**config.mk**
```make
export PLATFORM = sky130hd
export DESIGN_NAME = lcd_line_writer
export DESIGN_NICKNAME = d
export VERILOG_FILES = /design/src/rtl/sale_lcd_pkg.sv /design/src/rtl/lcd_char_map.sv /design/src/rtl/lcd_line_writer.sv
export SDC_FILE = /design/constraint.sdc
export NUM_CORES = 1
export LEC_CHECK = 0
export ABC_AREA = 1
export BUFFER_PORTS_ARGS = -buffer_cell sky130_fd_sc_hd__clkbuf_2
export CORE_MARGIN = 5
export CORE_UTILIZATION = 45
export CTS_CLUSTER_SIZE = 16
export DETAILED_ROUTE_END_ITERATION = 10
export GPL_TIMING_DRIVEN = 1
export PLACE_DENSITY_LB_ADDON = 0.08
export SYNTH_ARGS = -nofsm -noshare
export SYNTH_HDL_FRONTEND = slang
export SYNTH_SLANG_ARGS = --single-unit
export TNS_END_PERCENT = 5
```
**constraint.sdc**
```tcl
create_clock -name clk -period 2.9 [get_ports clk]
set_input_delay 0.29 -clock clk [delete_from_list [all_inputs] [get_ports clk]]
set_output_delay 0.29 -clock clk [all_outputs]
set_load 0.01 [all_outputs]
```
**src/rtl/sale_lcd_pkg.sv**
```systemverilog
// Shared definitions for the sale-terminal LCD writers: line geometry,
// HD44780 command bytes and the line-writer state type.
package sale_lcd_pkg;

  localparam int LINE_CHARS = 11;
  localparam int CHAR_W     = 7;
  localparam int LINE_W     = LINE_CHARS * CHAR_W;
  localparam int TIMER_W    = 16;

  localparam logic [7:0] LCD_CMD_DDRAM_ROW0 = 8'h80;
  localparam logic [7:0] LCD_CMD_DDRAM_ROW1 = 8'hC0;
  localparam logic [7:0] ASCII_SPACE        = 8'h20;

  typedef enum logic [1:0] {
    IDLE,
    SETUP,
    PULSE,
    WAIT
  } lcd_state_t;

  // Character n of a packed line (char 0 sits in the top bits).
  function automatic logic [CHAR_W-1:0] line_char(input logic [LINE_W-1:0] line,
                                                  input logic [3:0]        n);
    logic [LINE_W-1:0] w_sh;
    w_sh = line << (CHAR_W * n);
    return w_sh[LINE_W-1 -: CHAR_W];
  endfunction

endpackage

```
**src/rtl/lcd_char_map.sv**
```systemverilog
// 7-bit ASCII to LCD byte. Null becomes a space so an empty field
// overwrites whatever was previously shown in that column.
module lcd_char_map
  import sale_lcd_pkg::*;
(
  input  logic [CHAR_W-1:0] i_char,
  output logic [7:0]        o_byte
);

  // Null maps to space, everything else passes through zero-extended.
  always_comb begin
    o_byte = {1'b0, i_char};
    if (i_char == '0) begin
      o_byte = ASCII_SPACE;
    end
  end

endmodule

```
**src/rtl/lcd_line_writer.sv**
```systemverilog
// Writes one latched 11-character line to an HD44780 LCD in 8-bit mode:
// a DDRAM address command followed by 11 data bytes, each framed by a
// setup / E-high / execution-wait sequence.
//
// state | meaning
// IDLE  | waiting for start; done pulses here for one cycle after a line
// SETUP | RS/DB driven, E low, before the rising edge of E
// PULSE | E held high
// WAIT  | E low, LCD executing the transfer
module lcd_line_writer
  import sale_lcd_pkg::*;
#(
  parameter int SETUP_CYC = 2,
  parameter int E_CYC     = 12,
  parameter int WAIT_CYC  = 2000,
  parameter int START_COL = 0
)
(
  input  logic              clk,
  input  logic              rst,
  input  logic              start,
  input  logic              row,
  input  logic [LINE_W-1:0] dat,
  output logic              busy,
  output logic              done,
  output logic              lcd_rs,
  output logic              lcd_rw,
  output logic              lcd_e,
  output logic [7:0]        lcd_db
);

  if (SETUP_CYC < 1 || SETUP_CYC > 65535) begin : g_bad_setup
    $error("lcd_line_writer: SETUP_CYC must be 1..65535");
  end
  if (E_CYC < 1 || E_CYC > 65535) begin : g_bad_e
    $error("lcd_line_writer: E_CYC must be 1..65535");
  end
  if (WAIT_CYC < 1 || WAIT_CYC > 65535) begin : g_bad_wait
    $error("lcd_line_writer: WAIT_CYC must be 1..65535");
  end
  if (START_COL < 0 || START_COL > 5) begin : g_bad_col
    $error("lcd_line_writer: START_COL must be 0..5");
  end

  // Timer loads are count-1 so each state lasts exactly its cycle count.
  localparam logic [TIMER_W-1:0] L_SETUP  = 16'(SETUP_CYC - 1);
  localparam logic [TIMER_W-1:0] L_PULSE  = 16'(E_CYC - 1);
  localparam logic [TIMER_W-1:0] L_WAIT   = 16'(WAIT_CYC - 1);
  localparam logic [7:0]         L_COL    = 8'(START_COL);
  localparam logic [3:0]         LAST_IDX = 4'(LINE_CHARS);

  lcd_state_t         r_state;
  logic [TIMER_W-1:0] r_timer;
  logic [3:0]         r_idx;
  logic [LINE_W-1:0]  r_line;
  logic               r_busy;
  logic               r_done;
  logic               r_rs;
  logic               r_e;
  logic [7:0]         r_db;

  lcd_state_t         w_state_nxt;
  logic [TIMER_W-1:0] w_timer_nxt;
  logic [3:0]         w_idx_nxt;
  logic               w_busy_nxt;
  logic               w_done_nxt;
  logic               w_rs_nxt;
  logic               w_e_nxt;
  logic [7:0]         w_db_nxt;
  logic               w_line_ld;
  logic [7:0]         w_cmd;
  logic [CHAR_W-1:0]  w_char;
  logic [7:0]         w_char_byte;

  // The byte loaded on the next SETUP entry is char r_idx, because that
  // entry moves to transfer r_idx+1.
  assign w_cmd  = (row ? LCD_CMD_DDRAM_ROW1 : LCD_CMD_DDRAM_ROW0) | L_COL;
  assign w_char = line_char(r_line, r_idx);

  lcd_char_map u_char_map (
    .i_char (w_char),
    .o_byte (w_char_byte)
  );

  // Next-state and next-output decode; outputs are registered below.
  always_comb begin
    w_state_nxt = r_state;
    w_timer_nxt = r_timer;
    w_idx_nxt   = r_idx;
    w_busy_nxt  = r_busy;
    w_done_nxt  = 1'b0;
    w_rs_nxt    = r_rs;
    w_e_nxt     = r_e;
    w_db_nxt    = r_db;
    w_line_ld   = 1'b0;
    case (r_state)
      IDLE: begin
        if (start) begin
          w_state_nxt = SETUP;
          w_timer_nxt = L_SETUP;
          w_idx_nxt   = '0;
          w_busy_nxt  = 1'b1;
          w_rs_nxt    = 1'b0;
          w_e_nxt     = 1'b0;
          w_db_nxt    = w_cmd;
          w_line_ld   = 1'b1;
        end
      end
      SETUP: begin
        if (r_timer == '0) begin
          w_state_nxt = PULSE;
          w_timer_nxt = L_PULSE;
          w_e_nxt     = 1'b1;
        end else begin
          w_timer_nxt = r_timer - 16'd1;
        end
      end
      PULSE: begin
        if (r_timer == '0) begin
          w_state_nxt = WAIT;
          w_timer_nxt = L_WAIT;
          w_e_nxt     = 1'b0;
        end else begin
          w_timer_nxt = r_timer - 16'd1;
        end
      end
      WAIT: begin
        if (r_timer == '0) begin
          if (r_idx == LAST_IDX) begin
            w_state_nxt = IDLE;
            w_busy_nxt  = 1'b0;
            w_done_nxt  = 1'b1;
          end else begin
            w_state_nxt = SETUP;
            w_timer_nxt = L_SETUP;
            w_idx_nxt   = r_idx + 4'd1;
            w_rs_nxt    = 1'b1;
            w_db_nxt    = w_char_byte;
          end
        end else begin
          w_timer_nxt = r_timer - 16'd1;
        end
      end
      default: begin
        w_state_nxt = IDLE;
      end
    endcase
  end

  // State, timer, index, shadow line and output registers.
  always_ff @(posedge clk) begin
    if (rst) begin
      r_state <= IDLE;
      r_timer <= '0;
      r_idx   <= '0;
      r_line  <= '0;
      r_busy  <= 1'b0;
      r_done  <= 1'b0;
      r_rs    <= 1'b0;
      r_e     <= 1'b0;
      r_db    <= 8'h00;
    end else begin
      r_state <= w_state_nxt;
      r_timer <= w_timer_nxt;
      r_idx   <= w_idx_nxt;
      r_busy  <= w_busy_nxt;
      r_done  <= w_done_nxt;
      r_rs    <= w_rs_nxt;
      r_e     <= w_e_nxt;
      r_db    <= w_db_nxt;
      if (w_line_ld) begin
        r_line <= dat;
      end
    end
  end

  assign busy   = r_busy;
  assign done   = r_done;
  assign lcd_rs = r_rs;
  assign lcd_rw = 1'b0;
  assign lcd_e  = r_e;
  assign lcd_db = r_db;

endmodule

```
==> results.cfg <==
[clocking]
tritoncts = built
h-tree-depth = 3
cts.sinks = 111
cts-root-buf = clkbuf_16
hold_buffers = 0
cts.clk_slew.worst_paths_ns = 0.07
cts-buffers-inserted = 9
clockBufferDepth = 2
clkLatencyLatePin_ns = 0.36

[route]
routedWlPerCell_microns = 13.3
antenna_left = 0
viasPerCell = 5.19
vias = 8396
drtIter0Drc = 594
drtPass1Iterations = 5
wirelength_mm = 21.5
drc = 0

[timing]
tightest_slew_ns = 0.753
report.final.slew_viol_count = 0
fmax_mhz = 330
rsz0062_at_grt = true
fin_crit_sh_pct = 104
fin_ws_ns = -0.130
period_needed_ns = 3.03
finalHoldViolations = 0
worst_slew_margin_rel_pct = 49.8
clock_skew_ns = 0.00776
setup_viol = 2

[setup_path]
cp_max_fo = 14
worst_setup_path_end_kind = flip-flop
rr_worst_depth = 19
setup.worst_path.start_class = flip-flop
rr_endpoint = lcd_db[5]
worstPathRequired_ns = 3.19
cp.arrival_ns = 3.32
path_class = flip-flop to flip-flop
r2r-start = r_idx[0]
rrSetupSlack_ns = -0.13

[power]
power_leakage_nw = 4.20
power.total_mw = 6.64
ir_drop_uv = 442
powerDensity_nw_per_um2 = 752

[placement]
port_buffers = 92
routabilityCongestion = 0.960
hpwl_mm = 16.5
placed_cell_area_sq_um = 8520

[run]
timing.max_cap.violations = 0

[grt]
grt_max_degree = 92
grt_pass1_vias = 7735
grt_pass1_wl_mm = 36.8
antenna_found_initial = 0
track_usage_pct = 21.9
overflow = 0

[cells_and_area]
mostFrequentLayoutCells = nand2_1, nand3_1, nor2_1
regArea_sq_um = 2230
drive_above_1_share_pct = 13.8
final_common_cell = nand2_1
final_area_sq_um = 8830
finalNetCount = 1490
area_growth_pct = 14.3
multi_input_area_sq_um = 4840
n_antenna_cell = 0
fillers = 1835

[die]
core_area_sq_um = 17100
start_util_pct = 45.3
die_w_microns = 141
ios = 94
die_h_microns = 141
rows = 48
die-area_sq_um = 19900

[logic_synthesis]
syn-mean-instance-area_sq_um = 5.88
ys_warn_count = 0
synth-seq-cells = 111
syn-cell-area_sq_um = 7720
netlist_instances = 1313
synth_fp_nets = 1412
synth_seq_area_share_pct = 28.8
synth.distinct_cells = 43

[hold_path]
hp-start = dat[39]
holdPathStages = 3
hold_end = r_line[39]
hold_path_class = input port to flip-flop

[outcome]
violations = negative setup slack
status = finished with violations
-- per-layer routing --
metal  vias up  routed length (microns)  track usage [%]
met1      3738                    10200             30.4
met3        26                     1040             2.58
met5         -                        0                0
met2       211                     9900             35.9
li1       4421                        -                -
met4         0                      427             6.68
-- logic make-up after synthesis --
family	synth area share [%]
flip-flops	28.8
AND/OR/NAND/NOR	44.8
multiplexers	0.259
other	0.0486
XOR/XNOR	1.02
adder cells (fa/ha/maj)	3.31
buffers and inverters	8.93
AO/OA/AOI/OAI	12.9
-- cell usage after synthesis --
cell	instances	share of area (%)
o21ai_1	9	0.58
xor2_1	5	0.57
o211ai_1	4	0.39
nor4_1	1	0.081
a31oi_1	4	0.32
nor3_2	1	0.13
buf_2	32	2.1
nand3_1	222	14
nor2_1	179	8.7
buf_4	5	0.49
buf_6	4	0.58
clkbuf_1	32	1.6
buf_1	7	0.34
nand4_1	4	0.32
dfxtp_1	111	29
or2_1	1	0.081
a32o_1	2	0.26
or3_4	1	0.15
a21boi_0	1	0.097
nand2_1	386	19
nand4_2	1	0.16
conb_1	1	0.049
nand3b_1	2	0.19
or2_2	2	0.16
and2_0	1	0.081
mux2i_1	2	0.26
a221oi_1	1	0.11
a21oi_1	51	3.3
xnor2_1	4	0.45
inv_2	5	0.24
nand2_2	6	0.49
o21ai_0	114	7.4
o21a_1	1	0.097
nor2_4	1	0.15
o32ai_1	1	0.11
o31ai_1	1	0.097
a21boi_1	1	0.097
fa_1	4	1.0
inv_1	74	3.6
nor2_2	3	0.24
nor3_1	11	0.71
clkinv_1	1	0.049
ha_1	14	2.3
-- state kept, by name, indices dropped and copies added, names as in the netlist --
register	count
r_idx	4
lcd_db	8
r_timer	16
done	1
busy	1
r_state	2
r_line	77
lcd_rs	1
lcd_e	1
-- layout make-up --
| class | instances | share of cell area (%) |
|---|---|---|
| multi-input cells | 1042 | 54.8 |
| flip-flops and latches | 111 | 25.2 |
| repair buffers | 147 | 10.2 |
| inverters | 80 | 3.40 |
| well taps | 225 | 3.19 |
| clock buffers | 10 | 2.71 |
| clock inverters | 3 | 0.524 |
-- report_power, final --
group	internal, mW	total, mW	switching, mW
clock network	0.681	1.24	0.562
registers	1.89	2.16	0.275
logic	1.18	3.23	2.05
total	3.75	6.64	2.89
-- repair_timing --
| item | in CTS | in global routing |
|---|---|---|
| pin swaps | 2 | 1 |
| gates resized for setup | 2 | 4 |
| endpoints found under the setup margin | 7 | 7 |
| buffers inserted | 1 | 0 |
-- worst max-delay path: stages (launching register included) --
cell and delay, ns:
dfxtp_2 0.33, fa_1 0.53, ha_2 0.17, inv_1 0.05, fa_2 0.61, inv_2 0.09, nor2_4 0.10, buf_12 0.14
nand2_1 0.05, nand2_1 0.06, nor2_1 0.04, nand2_1 0.05, nand2_1 0.04, nor2_1 0.11, nor2_1 0.06, nor2_1 0.12
nand3_1 0.09, o21ai_1 0.14, nand2_1 0.06, a21oi_1 0.11
-- through the flow --
step                      hold slack, ns  setup TNS (ns)  setup slack [ns]  utilization [%]  std cells
after floorplan                    0.439               0            0.0158                -       1313
after global placement             0.457          -0.244            -0.149             50.0       1604
after detailed placement           0.462          -0.577            -0.215             50.0       1604
after CTS                          0.166          -0.245            -0.170             51.7       1618
after global routing               0.182           -1.37            -0.408             51.8       1618
final                              0.176          -0.159            -0.130             51.8       1618
-- worst max path at each step --
| stage | end | from | slack [ns] |
|---|---|---|---|
| final | lcd_db[5] | r_idx[0] | -0.13 |
| after global routing | lcd_db[5] | r_idx[0] | -0.41 |
| after CTS | lcd_db[5] | r_idx[0] | -0.17 |
| after detailed placement | lcd_db[5] | r_idx[0] | -0.22 |
| after global placement | lcd_db[5] | r_idx[0] | -0.15 |
| after floorplan | lcd_db[5] | r_idx[2] | 0.02 |
Power figures use the tool's default switching activity.
